==> src/rtl/decode_stage.sv <==
// Decode stage: registers fetched words, assembles 16/32-bit instructions, splits fields and
// issues relative-branch requests to fetch. Optional macro DECODE_ILLEGAL_EN adds dec_illegal.
module decode_stage #(
    parameter int PC_WIDTH   = 20,
    parameter int INSN_WIDTH = 16,
    parameter int REG_BITS   = 6
) (
    input  logic                  clock,
    input  logic                  reset,
    input  logic [INSN_WIDTH-1:0] fetchoutput,
    input  logic [PC_WIDTH-1:0]   fetch_pc,
    input  logic                  fetch_valid,
    input  logic                  stall,
    input  logic                  flush,
    output logic                  hold_fetch,
    output logic                  dec_valid,
    output logic [PC_WIDTH-1:0]   dec_pc,
    output logic                  dec_is32,
    output logic [1:0]            dec_class,
    output logic [7:0]            dec_opcode,
    output logic [REG_BITS-1:0]   dec_rd,
    output logic [REG_BITS-1:0]   dec_ra,
    output logic [REG_BITS-1:0]   dec_rb,
    output logic [11:0]           dec_imm,
    output logic [2:0]            pcjumpenable,
    output logic [8:0]            pcchange,
    output logic [2:0]            pclocation
`ifdef DECODE_ILLEGAL_EN
    ,
    output logic                  dec_illegal
`endif
);

    typedef enum logic [1:0] {FIRST = 2'd0, SECOND = 2'd1, SHADOW = 2'd2} state_e;

    typedef struct packed {
        logic                valid;
        logic [PC_WIDTH-1:0] pc;
        logic                is32;
        logic [1:0]          cls;
        logic [7:0]          opc;
        logic [REG_BITS-1:0] rd;
        logic [REG_BITS-1:0] ra;
        logic [REG_BITS-1:0] rb;
        logic [11:0]         imm;
        logic [2:0]          jmp;
        logic [8:0]          chg;
    } dec_t;

    state_e                state_q, state_d;
    logic [INSN_WIDTH-1:0] w1_q, w1_d;
    logic [PC_WIDTH-1:0]   pc1_q, pc1_d;
    dec_t                  out_q, out_d;
    logic [INSN_WIDTH-1:0] w;
`ifdef DECODE_ILLEGAL_EN
    logic                  ill_q, ill_d;
`endif

    assign w = fetchoutput;

    always_comb begin
        state_d = state_q;
        w1_d    = w1_q;
        pc1_d   = pc1_q;
        out_d   = out_q;
`ifdef DECODE_ILLEGAL_EN
        ill_d   = ill_q;
`endif
        if (flush) begin
            state_d     = FIRST;
            w1_d        = '0;
            pc1_d       = '0;
            out_d.valid = 1'b0;
            out_d.jmp   = 3'd0;
`ifdef DECODE_ILLEGAL_EN
            ill_d       = 1'b0;
`endif
        end else if (!stall) begin
            // Pulses last one accepted-or-idle cycle; decoded fields hold otherwise.
            out_d.valid = 1'b0;
            out_d.jmp   = 3'd0;
`ifdef DECODE_ILLEGAL_EN
            ill_d       = 1'b0;
`endif
            if (fetch_valid) begin
                case (state_q)
                    FIRST: begin
                        if (w[15]) begin
                            w1_d    = w;
                            pc1_d   = fetch_pc;
                            state_d = SECOND;
                        end else begin
                            out_d.valid = 1'b1;
                            out_d.pc    = fetch_pc;
                            out_d.is32  = 1'b0;
                            out_d.cls   = w[14:13];
                            out_d.opc   = {4'b0, w[12:9]};
                            out_d.rd    = REG_BITS'(w[8:6]);
                            out_d.ra    = REG_BITS'(w[5:3]);
                            out_d.rb    = REG_BITS'(w[2:0]);
                            out_d.imm   = {6'b0, w[5:0]};
                            if (w[14:13] == 2'b11 && w[12:9] == 4'b0000) begin
                                out_d.jmp = 3'd1;
                                out_d.chg = w[8:0];
                                state_d   = SHADOW;
                            end
                        end
                    end
                    SECOND: begin
                        state_d = FIRST;
`ifdef DECODE_ILLEGAL_EN
                        if (!w[15]) begin
                            ill_d = 1'b1;
                        end else
`endif
                        begin
                            out_d.valid = 1'b1;
                            out_d.pc    = pc1_q;
                            out_d.is32  = 1'b1;
                            out_d.cls   = w1_q[14:13];
                            out_d.opc   = {w[12:9], w1_q[12:9]};
                            out_d.rd    = REG_BITS'({w[8:6], w1_q[8:6]});
                            out_d.ra    = REG_BITS'({w[5:3], w1_q[5:3]});
                            out_d.rb    = REG_BITS'({w[2:0], w1_q[2:0]});
                            out_d.imm   = {w[5:0], w1_q[5:0]};
                        end
                    end
                    SHADOW: state_d = FIRST;  // word fetched behind the branch is dropped
                    default: state_d = FIRST;
                endcase
            end
        end
    end

    always_ff @(posedge clock) begin
        if (reset) begin
            state_q <= FIRST;
            w1_q    <= '0;
            pc1_q   <= '0;
            out_q   <= '0;
`ifdef DECODE_ILLEGAL_EN
            ill_q   <= 1'b0;
`endif
        end else begin
            state_q <= state_d;
            w1_q    <= w1_d;
            pc1_q   <= pc1_d;
            out_q   <= out_d;
`ifdef DECODE_ILLEGAL_EN
            ill_q   <= ill_d;
`endif
        end
    end

    assign hold_fetch   = stall;
    assign dec_valid    = out_q.valid;
    assign dec_pc       = out_q.pc;
    assign dec_is32     = out_q.is32;
    assign dec_class    = out_q.cls;
    assign dec_opcode   = out_q.opc;
    assign dec_rd       = out_q.rd;
    assign dec_ra       = out_q.ra;
    assign dec_rb       = out_q.rb;
    assign dec_imm      = out_q.imm;
    assign pcjumpenable = out_q.jmp;
    assign pcchange     = out_q.chg;
    assign pclocation   = 3'd0;
`ifdef DECODE_ILLEGAL_EN
    assign dec_illegal  = ill_q;
`endif

endmodule

==> config.mk <==
export PLATFORM = sky130hd
export DESIGN_NAME = decode_stage
export DESIGN_NICKNAME = d
export VERILOG_FILES = /design/src/rtl/decode_stage.sv
export SDC_FILE = /design/constraint.sdc
export NUM_CORES = 1
export LEC_CHECK = 0
export ABC_AREA = 1
export BUFFER_PORTS_ARGS = -buffer_cell sky130_fd_sc_hd__buf_2
export CORE_UTILIZATION = 45
export CTS_BUF_LIST = sky130_fd_sc_hd__clkbuf_16
export CTS_CLUSTER_SIZE = 40
export DETAILED_ROUTE_END_ITERATION = 8
export PLACE_DENSITY_LB_ADDON = 0.2
export SLEW_MARGIN = 20
export SYNTH_ARGS = -nofsm -noshare
export SYNTH_HDL_FRONTEND = slang
export SYNTH_SLANG_ARGS = --single-unit
==> constraint.sdc <==
create_clock -name clock -period 1.7 [get_ports clock]
set_clock_uncertainty 0.15 [all_clocks]
set_input_delay 0.34 -clock clock [delete_from_list [all_inputs] [get_ports clock]]
set_output_delay 0.34 -clock clock [all_outputs]
set_load 0.005 [all_outputs]
== After elaboration in Yosys (flattened, before gate mapping) ==
Cells that the tools add are included.

* Flip-flop bits (word level): 111
* Input port bits: 41
* Output and inout port bits: 78
* Logic and storage cells: 38

* Equal/unequal tests: 4
* Mux-type cells: 8
* Bitwise gates (word level): 3
* Reductions and logical operators: 9

{| class="wikitable"
|+ Operators with widths
! operator !! count
|-
| $mux W74 || 2
|-
| $pmux W62 S2 || 1
|-
| $mux W12 || 1
|-
| $mux W10 || 1
|-
| $mux W2 || 3
|-
| $reduce_and A6 Y1 || 1
|-
| $reduce_and A5 Y1 || 1
|-
| $logic_not A4 Y1 || 1
|-
| $reduce_and A4 Y1 || 1
|-
| $ne A3 B3 Y1 const B || 1
|-
| $not A1 Y1 || 3
|-
| $reduce_and A3 Y1 || 1
|-
| $eq A2 B1 Y1 const B || 1
|-
| $eq A2 B2 Y1 const B || 1
|-
| $logic_not A2 Y1 || 1
|-
| $ne A2 B2 Y1 const B || 1
|-
| $reduce_bool A2 Y1 || 1
|-
| $reduce_or A2 Y1 || 1
|-
| $logic_and A1 B1 Y1 || 1
|}

== Depth between registers and ports, before layout ==
Gate-level depths: netlist of the first run.

* Depth after elaboration: 6
* Depth in mapped cells: 10
* Depth with buffers taken out: 8

== Least setup slack after synthesis of the first run ==
Ideal clock, no wire load.

* Kind: input port to flip-flop
* Start point: in reset
* End point: reg pc1_q[18]
* Required time: 1480 ps
* Data arrival time: 1203 ps
* Setup slack: 277 ps
* Path buffers: 2
* Library setup time: 70 ps
* Stages on the path: 5
* Cell sequence: clkbuf_1 nor2_1 clkbuf_1 o21ai_0 a21oi_1

* Longest elaborated chain between the ends: 1

{| class="wikitable"
|+ Ends and longest elaborated chain
! item !! RTL line !! RTL
|-
| start, declared || 9 || <nowiki>input logic reset,</nowiki>
|-
| $reduce_or A2 Y1 (no source line) || -- ||
|-
| end signal, assigned || 147 || <nowiki>pc1_q <= pc1_d;</nowiki>
|-
| end, declared || 52 || <nowiki>logic [PC_WIDTH-1:0] pc1_q, pc1_d;</nowiki>
|}

No other way between the ends.
A chain may end at the register's enable or synchronous reset.

== Worst setup path after layout of the first run ==
* Start point: reg state_q[0]
* End point: reg out_q (netlist bit dec_rb[2])

* Longest elaborated chain between the ends: 3
* Elaborated cells between the ends (all ways): 6
* Classes of those cells: eq/ne: 2; mux: 1; reduce/logical: 3

{| class="wikitable"
|+ Ends and longest elaborated chain
! item !! RTL line !! RTL
|-
| start, declared || 50 || <nowiki>state_e state_q, state_d;</nowiki>
|-
| start signal, assigned || 145 || <nowiki>state_q <= state_d;</nowiki>
|-
| $eq A2 B1 Y1 / $logic_not A2 Y1 (equally long branches) || 86 || <nowiki>case (state_q)</nowiki>
|-
| $reduce_bool A2 Y1 (no source line) / $ne A2 B2 Y1 (equally long branches) || -- ||
|-
| $reduce_and A5 Y1 (no source line) || -- ||
|-
| end signal, assigned || 148 || <nowiki>out_q <= out_d;</nowiki>
|-
| end, declared || 53 || <nowiki>dec_t out_q, out_d;</nowiki>
|}

Parallel ways exist; a longest one is shown, timed or not.

==> reports/results.tsv, run 1 <==
stage	metric	value	unit
outcome	status	completed	
finish	drive_gt1_frac	0.2083	
detailed_routing	wl_met2	4776	um
grt	grt_pass1_vias	3625	
clock_tree	root_buffer	clkbuf_16	
pwr	power.leakage	2.786	nW
finish	syn_to_final_growth	21.04	%
logic_synthesis	synth_area	0.004293	mm2
logic_synthesis	ys_warn_count	0	
timing	rsz0062_at_grt	no	
detailed_routing	drt-initial-drc-count	175	
clock_tree	clock_sinks	97	
finish	layout_common_cells	182 x nand2_1, 113 x buf_2, 107 x nor2_1	
worst_setup_path	regToRegStartpoint	state_q[0]$_SDFFE_PP0P_	
detailed_routing	wl_per_cell	11.58	um
detailed_routing	antenna_left	0	
timing	setup_tns	0	ns
detailed_routing	wirelength	10170	um
detailed_routing	met3WireLength	522	um
timing	setup_viol	0	
logic_synthesis	yosysUniqueCellTypes	20	
timing	fin_hold_ws	0.08927	ns
worst_setup_path	start_kind	flip-flop	
pwr	p_comb_frac	0.085	
worst_hold_path	min_path_cells	3	
grt	antenna_found_initial	0	
worst_setup_path	rr_worst_depth	9	
worst_hold_path	min_from	fetch_pc[1]	
pwr	switchingPower	0.001137	W
grt	grt_max_degree	65	
detailed_routing	drt-met1-wl	4756	um
grt	overflow	0	
pwr	p_per_area	911.9	mW/mm2
clock_tree	clock_latency	0.34	ns
detailed_routing	routed.top_layer	met4	
clock_tree	cts_buffers	9	
timing	timing.fmax	641.5	MHz
floorplan	ioPinCount	119	
worst_setup_path	rr_endpoint	dec_rb[2]$_SDFFE_PP0P_	
floorplan	rows	35	
pwr	swShare	0.2400	
worst_hold_path	worstHoldPathType	in2reg	
grt	grtUsageTotal	0.2110	
placement	place_area	0.004896	mm2
placement	portBuffers	113	
worst_setup_path	critPathArrivalTime	1.65	ns
finish	design_area	0.005196	mm2
logic_synthesis	ys_seq_elements	97	
run	max_cap_viol_count	0	
placement	gp_congestion	0.7930	
detailed_routing	drcViolationCount	0	
worst_setup_path	end_kind	flip-flop	
timing	slew_viol_final	0	
floorplan	die_h	99.67	um
finish	post-route-util	0.5624	
worst_setup_path	worstSetupPathType	reg2reg	
floorplan	initial_utilization	0.4646	
worst_setup_path	r2r_setup_slack	0.14	ns
logic_synthesis	yosysSeqAreaShare	0.4523	
timing	fin_crit_sh	0.9169	
detailed_routing	viasPerCell	4.661	
clock_tree	clk_path_buf_depth	2	
clock_tree	clkTransAtPathRegs	0.07	ns
clock_tree	cts_hold_buf	0	
finish	final_common_cell	nand2_1	
clock_tree	cts_tree	yes	
worst_setup_path	crit_fanout	64	
floorplan	fp.coreArea	0.009240	mm2
pwr	p_seq_frac	0.496	
pwr	p_int	0.003601	W
detailed_routing	vias	4092	
pwr	power	0.004738	W
logic_synthesis	syn_inst	651	
worst_hold_path	hold_end	pc1_q[1]$_SDFFE_PP0P_	
floorplan	die_width	99.67	um
placement	dpl.hpwl	7104	um
finish	diodes	0	
finish	nNetsFinal	785	
pwr	ir_worst_vdd	0.4490	mV
detailed_routing	firstDrtPassIters	4	
pwr	clockPowerShare	0.419	
worst_setup_path	crit_required	1.79	ns
timing	hold_viol	0	
grt	grt_first_pass_wirelength	16590	um
floorplan	die-area	0.009934	mm2
timing	finalCriticalPeriod	1.559	ns
logic_synthesis	avgSynthCellArea	6.594	um2
clock_tree	h-tree-depth	3	
==> layout make-up <==
cell class	instances	area (um2)
clock buffer	9	225.2
clock inverter	7	62.56
fill	931	4044
inverter	92	345.3
multi-input combinational	416	1744
sequential	97	1942
tap	129	161.4
timing repair buffer	128	715.7
==> cells in the mapped netlist (all sizes together) <==
| cell | count | area [um2] |
|---|---|---|
| clkinv | 1 | 3.750 |
| nand2 | 185 | 699.4 |
| nand3 | 12 | 60.06 |
| a21oi | 41 | 205.2 |
| clkbuf | 17 | 63.81 |
| buf | 33 | 227.7 |
| o21ai | 57 | 285.3 |
| inv | 91 | 341.6 |
| conb | 1 | 3.750 |
| dfxtp | 97 | 1942 |
| nor2 | 114 | 447.9 |
| nand4 | 1 | 6.260 |
| o22ai | 1 | 6.260 |
==> sequential cells by signal, summed over array words and instances (netlist names) <==
| register | cells |
|---|---|
| w1_q | 15 |
| dec_rd | 6 |
| dec_rb | 5 |
| pc1_q | 20 |
| dec_opcode | 8 |
| dec_imm | 1 |
| pcjumpenable | 1 |
| dec_pc | 20 |
| pcchange | 9 |
| dec_class | 2 |
| state_q | 2 |
| dec_ra | 6 |
| dec_is32 | 1 |
| dec_valid | 1 |
==> worst max-delay path by stage <==
stage / endpoint / from
global placement: pcchange[8]$_SDFFE_PP0P_ / fetchoutput[9]
global route: dec_ra[5]$_SDFFE_PP0P_ / state_q[0]$_SDFFE_PP0P_
finish: dec_rb[2]$_SDFFE_PP0P_ / state_q[0]$_SDFFE_PP0P_
floorplan: pc1_q[18]$_SDFFE_PP0P_ / reset
detailed placement: pcchange[8]$_SDFFE_PP0P_ / fetchoutput[9]
CTS: pcchange[7]$_SDFFE_PP0P_ / state_q[0]$_SDFFE_PP0P_
==> per-layer routing <==
| metal | vias to the layer above | global-route usage |
|---|---|---|
| met5 | - | 0 |
| met4 | 0 | 0.07240 |
| met3 | 8 | 0.04638 |
| met2 | 111 | 0.3623 |
| met1 | 1849 | 0.2606 |
| li1 | 2124 | - |
==> kinds of logic (layout without fill, tap and decap cells) <==
logic type | Yosys count | count (layout) | share of synthesized area
and+or+nand+nor | 312 | 312 | 0.2827
buffers and inverters | 142 | 236 | 0.1484
AOI/OAI and AO/OA | 99 | 99 | 0.1157
DFF | 97 | 97 | 0.4523
other | 1 | 5 | 0.0008735
==> worst max-delay path, cell delays in order, from the launching register on <==
cell,delay (ns)
dfxtp_1,0.35
nor2_4,0.15
nand2_2,0.09
inv_2,0.06
nor2_2,0.04
nand2_2,0.08
buf_12,0.25
nand2_1,0.11
nand2_1,0.08
nor2_1,0.04
==> what timing repair did <==
action	CTS	global route
setup buffers	0	0
endpoints found under the setup margin	0	12
gates resized for setup	0	3
==> power by group through the flow <==
stage | Sequential, W | Clock (W) | Combinational, W
2_1_floorplan | 0.00240 | 0 | 0.000242
3_3_place_gp | 0.00240 | 0 | 0.000400
3_5_place_dp | 0.00240 | 0 | 0.000404
4_1_cts | 0.00235 | 0.00202 | 0.000406
5_1_grt | 0.00235 | 0.00210 | 0.000459
6_report | 0.00235 | 0.00199 | 0.000404
==> metrics by stage <==
stage / std cells / setup WS (ns)
after floorplan: 655 / 0.2770
after global placement: 862 / 0.05126
after detailed placement: 862 / 0.03814
after CTS: 878 / 0.09856
after global routing: 878 / 0.0002918
final: 878 / 0.1412
Note: power is estimated with default switching activity, not from simulation.
==> run 2, diff against run 1 <==
--- a/config.mk
+++ b/config.mk
@@ -7,4 +7,4 @@
 export LEC_CHECK = 0
-export ABC_AREA = 1
 export BUFFER_PORTS_ARGS = -buffer_cell sky130_fd_sc_hd__buf_2
+export CAP_MARGIN = 25
 export CORE_UTILIZATION = 45
==> constraint.sdc (replaced) <==
create_clock -name clock -period 1.7 [get_ports clock]
set_clock_uncertainty 0.15 [all_clocks]
set_input_delay 0.085 -clock clock [delete_from_list [all_inputs] [get_ports clock]]
set_output_delay 0.085 -clock clock [all_outputs]
set_load 0.005 [all_outputs]
==> run 2 against run 1 <==
  * The run now ends with negative setup slack left
  * Utilization is 7.1 points higher
  * Via count is 15% higher
  * Power is 3.9% higher
  * Die area is 8.5% higher
  * Synthesized cell count is 15% lower
  * Design area is 21% higher
  * Sequential power is 2% lower
  * Global-route usage is 4.2 points higher
  * Worst hold slack worse by 0.057 ns
==> reports/results.tsv, run 2 <==
stage	metric	value	unit
worst_setup_path	critPathMaxStageDelay	0.50	ns
logic_synthesis	syn_inst	554	
timing	tightestPinTransition	0.8203	ns
worst_setup_path	crit_family	simple AND/OR/NAND/NOR gates	
logic_synthesis	synth_top_cells_by_count	97 x dfxtp_1, 86 x a21oi_1, 84 x o21ai_0	
worst_setup_path	end_kind	flip-flop	
worst_setup_path	crit_required	1.83	ns
finish	seq_area	0.001947	mm2
clock_tree	root_buffer	clkbuf_16	
floorplan	ioPinCount	119	
placement	dpl.hpwl	8430	um
grt	grtUsageTotal	0.2533	
pwr	power	0.004923	W
grt	overflow	0	
run	max_cap_viol_count	0	
logic_synthesis	yosysMostFrequentCell	dfxtp_1	
detailed_routing	vias	4696	
outcome	violations	negative setup slack	
outcome	status	finished with violations	
grt	grt_first_pass_wirelength	22230	um
detailed_routing	wirelength	14080	um
finish	diodes	0	
timing	fin_ws	-0.06369	ns
detailed_routing	drcViolationCount	0	
placement	gp_congestion	0.8019	
logic_synthesis	synth_top_area_share	0.4163	
logic_synthesis	ys_warn_count	0	
pwr	p_seq_frac	0.468	
logic_synthesis	yosysUniqueCellTypes	30	
floorplan	fp.coreArea	0.009910	mm2
detailed_routing	wl_per_cell	17.36	um
finish	post-route-util	0.6338	
clock_tree	h-tree-depth	3	
pwr	p_per_area	783.8	mW/mm2
timing	setup_tns	-0.2869	ns
worst_setup_path	start_kind	flip-flop	
pwr	p_comb_frac	0.118	
detailed_routing	firstDrtPassIters	5	
timing	finalCriticalPeriod	1.764	ns
timing	slew_viol_final	0	
detailed_routing	drt-initial-drc-count	291	
logic_synthesis	yosysSeqAreaShare	0.4163	
floorplan	die_h	103.8	um
floorplan	die_width	103.8	um
worst_hold_path	worstHoldPathType	in2reg	
clock_tree	cts_tree	yes	
placement	portBuffers	113	
pwr	power.leakage	2.433	nW
worst_setup_path	cp_slowest_cell	or4b_4	
worst_setup_path	crit_chain	or4b_4 -> buf_8 -> buf_6 -> a2111o_1 -> a21oi_2	
timing	maxSlewHeadroom	0.4531	
floorplan	die-area	0.01078	mm2
clock_tree	clk_path_buf_depth	2	
finish	multiInputGateArea	0.002490	mm2
worst_setup_path	worstSetupPathType	reg2reg	
logic_synthesis	synth_edf_count	0	
pwr	clockPowerShare	0.413	
pwr	switchingPower	0.001230	W
logic_synthesis	ys_top_cells_by_area	dfxtp_1 42%, a21oi_1 9.2%, o21ai_0 9.0%, clkbuf_1 4.9%, nand3_1 4.0%	
logic_synthesis	synth-main-ff-cell	dfxtp_1	
pwr	swShare	0.2498	
floorplan	rows	36	
logic_synthesis	yosys.area.top_type	dfxtp_1	
clock_tree	cts_buffers	9	
grt	grt_pass1_vias	4373	
floorplan	initial_utilization	0.4707	
grt	antenna_found_initial	1	
finish	layout_common_cells	114 x buf_2, 95 x dfxtp_1, 82 x a21oi_1	
worst_setup_path	crit_fanout	8	
finish	drive_gt1_frac	0.3127	
finish	syn_to_final_growth	34.66	%
timing	timing.fmax	567.0	MHz
finish	final_common_cell	buf_2	
clock_tree	clock_latency	0.34	ns
clock_tree	clkTransAtPathRegs	0.07	ns
logic_synthesis	avgSynthCellArea	8.420	um2
grt	grt_max_degree	68	
timing	fin_crit_sh	1.037	
timing	setup_viol	12	
worst_setup_path	crit_buf_inv	2	
timing	hold_viol	0	
worst_setup_path	critPathArrivalTime	1.89	ns
pwr	ir_worst_vdd	0.4073	mV
detailed_routing	viasPerCell	5.790	
detailed_routing	antenna_left	0	
logic_synthesis	ys_seq_elements	97	
logic_synthesis	synth_area	0.004664	mm2
finish	nNetsFinal	714	
finish	n_fill_cell	836	
logic_synthesis	async_flop_share	0	
pwr	p_int	0.003693	W
clock_tree	clock_sinks	97	
timing	rsz0062_at_grt	yes	
## run 2: cell count changes in the layout (fill, tap and decap cells not counted), moves of 27 or more
cell           before  now
inv_1              89    1
dlygate4sd3_1       0   35
nand2_1           182   17
nor2_1            107    2
o21ai_1             0   27
a21oi_1            41   82
## run 2: cell families after synthesis
logic type             Yosys count  synth area share
AOI/OAI and AO/OA              207            0.2540
buffers and inverters           86           0.08932
DFF                             97            0.4163
muxes                            9           0.01931
other                            1         0.0008039
and+or+nand+nor                154            0.2202
## run 2: path summary, 6_finish.rpt
path / to / slack (ns) / startpoint / cells past startpoint
worst max register to register: dec_pc[0]$_SDFFE_PP0P_ / -0.06 / state_q[1]$_SDFFE_PP0P_ / 5
worst min-delay path: pcjumpenable[0]$_SDFFE_PP0N_ / 0.03 / stall / 4
worst max-delay path: dec_pc[0]$_SDFFE_PP0P_ / -0.06 / state_q[1]$_SDFFE_PP0P_ / 5
worst min register to register: dec_opcode[5]$_SDFFE_PP0P_ / 0.32 / dec_opcode[5]$_SDFFE_PP0P_ / 2
## run 2: repair_timing
action                                  4_1_cts  5_1_grt
pin swaps                                    16        8
setup buffers                                 6        1
hold buffers                                 35        0
hold endpoints to repair                     57        0
endpoints found under the setup margin       93       92
resized for setup                            15       59
cloned                                        0        2
## run 2: final cells by class
cell class / count / share of cell area
repair buffers: 190 / 0.2199
well taps: 133 / 0.02649
multi-input cells: 375 / 0.3964
clock buffers: 9 / 0.03586
clock inverters: 7 / 0.01135
flip-flops and latches: 97 / 0.3100
## run 2: through the flow
step / cell area, um2 / setup WS (ns) / std cells / hold WS [ns]
detailed placement: 5369 / -0.1938 / 751 / 0.2070
finish: 6281 / -0.06369 / 811 / 0.03242
global route: 6281 / -0.1153 / 811 / 0.02796
floorplan: 4681 / 0.01254 / 558 / 0.07545
global placement: 5369 / -0.1722 / 751 / 0.2000
CTS: 6098 / -0.06375 / 808 / 0.02013
## run 2: worst reg2reg max path, cell delays in order (launching register included)
cell and delay [ns]:
dfxtp_2 0.32, or4b_4 0.50, buf_8 0.16, buf_6 0.13, a2111o_1 0.30, a21oi_2 0.13
## run 2: layer usage
layer | GRT usage | part of all wire | vias to the layer above
met5 | 0 | 0.00092 | -
met4 | 0.08163 | 0.018 | 2
met3 | 0.03776 | 0.058 | 25
met2 | 0.4076 | 0.47 | 173
met1 | 0.3475 | 0.45 | 2248
li1 | - | - | 2248
## run 2: power groups by stage
stage	clock network, W	registers, W	logic [W]
3_3_place_gp	0	0.00236	0.000453
5_1_grt	0.00215	0.00231	0.000625
2_1_floorplan	0	0.00236	0.000266
6_report	0.00203	0.00231	0.000582
3_5_place_dp	0	0.00236	0.000459
4_1_cts	0.00206	0.00231	0.000537
==> run 3, diff against run 2 <==
- CORE_ASPECT_RATIO: not set -> 0.5
- SETUP_SLACK_MARGIN: not set -> 0.15
==> run 3 against run 2 <==
  * Via count is 1.8% higher
  * The run still ends with negative setup slack left
  * First-iteration DRC count is 14% higher
  * Critical endpoint is now dec_class[1]$_SDFFE_PP0P_
  * Register-to-register slack better by 0.05 ns
  * Fmax is 2.9% higher
  * Highest routed layer is now met4
  * Critical path depth is 1 lower
  * Sequential share of layout area is 2.1 points lower
  * Wire length is 5.0% higher
  * Critical path type unchanged
  * Design area is 7.2% higher
  * Sequential cell count stayed put
  * Largest cell class unchanged
==> reports/results.tsv, run 3 (synthesized netlist as in run 2, its figures left out) <==
stage	metric	value	unit
outcome	status	finished with violations	
outcome	violations	negative setup slack	
floorplan	die-area	0.01080	mm2
grt	grtUsageTotal	0.2580	
timing	maxSlewHeadroom	0.4241	
timing	fin_ws	-0.01332	ns
timing	hold_viol	0	
floorplan	die_width	146.0	um
pwr	p_int	0.003901	W
finish	nNetsFinal	717	
clock_tree	clk_path_buf_depth	2	
clock_tree	clock_sinks	97	
grt	antenna_found_initial	0	
floorplan	rows	25	
worst_setup_path	startpoint	state_q[1]$_SDFFE_PP0P_	
worst_setup_path	cp_slowest_cell	or4b_4	
timing	setup_viol	3	
worst_setup_path	regToRegStartpoint	state_q[1]$_SDFFE_PP0P_	
detailed_routing	wl_per_cell	18.11	um
worst_hold_path	worstHoldPathType	in2reg	
worst_setup_path	critPathMaxStageDelay	0.53	ns
clock_tree	cts_buffers	9	
timing	timing.fmax	583.7	MHz
detailed_routing	firstDrtPassIters	4	
timing	rsz0062_at_grt	yes	
floorplan	die_h	73.99	um
grt	grt_max_degree	68	
clock_tree	h-tree-depth	3	
run	max_cap_viol_count	0	
placement	dpl.hpwl	7703	um
clock_tree	root_buffer	clkbuf_16	
timing	tightestPinTransition	0.8639	ns
worst_setup_path	end_kind	flip-flop	
timing	finalCriticalPeriod	1.713	ns
detailed_routing	antenna_left	0	
grt	grt_first_pass_wirelength	21870	um
worst_setup_path	crit_required	1.78	ns
pwr	p_comb_frac	0.132	
finish	drive_gt1_frac	0.3730	
floorplan	ioPinCount	119	
finish	post-route-util	0.6900	
timing	fin_crit_sh	1.008	
pwr	switchingPower	0.001288	W
worst_setup_path	start_kind	flip-flop	
detailed_routing	drt-initial-drc-count	332	
pwr	clockPowerShare	0.423	
timing	slew_viol_final	0	
pwr	ir_worst_vdd	0.4467	mV
pwr	swShare	0.2482	
worst_setup_path	crit_family	simple AND/OR/NAND/NOR gates	
worst_setup_path	rr_endpoint	dec_class[1]$_SDFFE_PP0P_	
detailed_routing	drcViolationCount	0	
clock_tree	clock_latency	0.34	ns
clock_tree	clkTransAtPathRegs	0.07	ns
worst_setup_path	cp-endpoint	dec_class[1]$_SDFFE_PP0P_	
worst_setup_path	crit_fanout	18	
worst_setup_path	cp.depth	4	
worst_setup_path	crit_buf_inv	1	
finish	syn_to_final_growth	44.37	%
worst_setup_path	rr_worst_depth	4	
detailed_routing	wirelength	14780	um
clock_tree	cts_tree	yes	
placement	portBuffers	113	
grt	overflow	0	
pwr	power.leakage	2.580	nW
worst_setup_path	r2r_setup_slack	-0.01	ns
finish	layout_common_cells	113 x buf_2, 95 x dfxtp_1, 79 x a21oi_1	
worst_setup_path	crit_chain	or4b_4 -> bufbuf_16 -> o21ai_1 -> a21oi_2	
finish	diodes	0	
placement	gp_congestion	0.7542	
finish	final_common_cell	buf_2	
worst_setup_path	worstSetupPathType	reg2reg	
detailed_routing	vias	4780	
floorplan	fp.coreArea	0.009759	mm2
floorplan	initial_utilization	0.4779	
detailed_routing	viasPerCell	5.858	
pwr	p_seq_frac	0.445	
timing	setup_tns	-0.03066	ns
worst_setup_path	critPathArrivalTime	1.79	ns
pwr	p_per_area	770.5	mW/mm2
grt	grt_pass1_vias	4155	
[run 3: cell count changes in the layout (fill, tap and decap cells not counted), moves of 3 or more]
cell / previous run / this run
o21ai_2: 1 / 36
o21ai_0: 56 / 28
or3b_2: 10 / 0
or3b_4: 5 / 15
o21ai_1: 27 / 19
buf_12: 8 / 15
buf_6: 10 / 5
a21oi_1: 82 / 79
a21oi_2: 4 / 7
bufbuf_16: 0 / 3
clkbuf_16: 9 / 12
[run 3: worst min-delay path by stage]
stage / startpoint / end / slack, ns / cells past startpoint
floorplan: stall / pcjumpenable[0]$_SDFFE_PP0N_ / 0.08 / 2
global route: fetchoutput[12] / state_q[1]$_SDFFE_PP0P_ / 0.03 / 4
finish: fetchoutput[12] / state_q[1]$_SDFFE_PP0P_ / 0.02 / 4
CTS: fetchoutput[12] / state_q[1]$_SDFFE_PP0P_ / 0.004 / 4
detailed placement: fetch_pc[3] / pc1_q[3]$_SDFFE_PP0P_ / 0.20 / 3
global placement: fetch_pc[16] / pc1_q[16]$_SDFFE_PP0P_ / 0.20 / 3
[run 3: stage by stage]
step / total power [W] / worst slack, ns / std cells / instance area, um2 / hold WS (ns)
2_1_floorplan: 0.002629 / 0.01291 / 558 / 4705 / 0.07545
3_3_place_gp: 0.002820 / -0.09048 / 748 / 5369 / 0.1991
3_5_place_dp: 0.002823 / -0.1198 / 748 / 5369 / 0.2043
4_1_cts: 0.005103 / 0.003776 / 806 / 6315 / 0.003947
5_1_grt: 0.005356 / -0.04672 / 816 / 6734 / 0.02749
6_report: 0.005189 / -0.01332 / 816 / 6734 / 0.01773
[run 3: metal layers]
| metal | wire (um) | global-route usage | vias to the layer above |
|---|---|---|---|
| met5 | 0 | 0 | - |
| met4 | 119 | 0.06829 | 0 |
| met3 | 868 | 0.06503 | 12 |
| met2 | 7067 | 0.4343 | 161 |
| met1 | 6723 | 0.3370 | 2342 |
| li1 | - | - | 2265 |
[run 3: power by group through the flow]
stage	clock [W]	combinational, W	sequential, W
2_1_floorplan	0	0.000271	0.00236
3_3_place_gp	0	0.000462	0.00236
3_5_place_dp	0	0.000465	0.00236
4_1_cts	0.00222	0.000580	0.00231
5_1_grt	0.00232	0.000727	0.00231
6_report	0.00219	0.000686	0.00231
[run 3: area by class of cell]
class / count / area [um2]
Clock buffer: 9 / 225.2
Tap cell: 135 / 168.9
Multi-Input combinational cell: 375 / 2691
Fill cell: 774 / 3025
Timing Repair Buffer: 193 / 1608
Clock inverter: 7 / 93.84
Sequential cell: 97 / 1947
[run 3: worst reg2reg max path: stages (launching register included)]
cell,delay [ns]
dfxtp_2,0.33
or4b_4,0.53
bufbuf_16,0.32
o21ai_1,0.19
a21oi_2,0.08
[run 3: timing repair]
item / CTS / global route
gates cloned: 4 / 5
hold buffers: 35 / 0
hold endpoints to repair: 57 / 0
setup endpoints to repair: 96 / 97
resized for setup: 30 / 123
pin swaps: 16 / 22
buffers inserted: 3 / 5
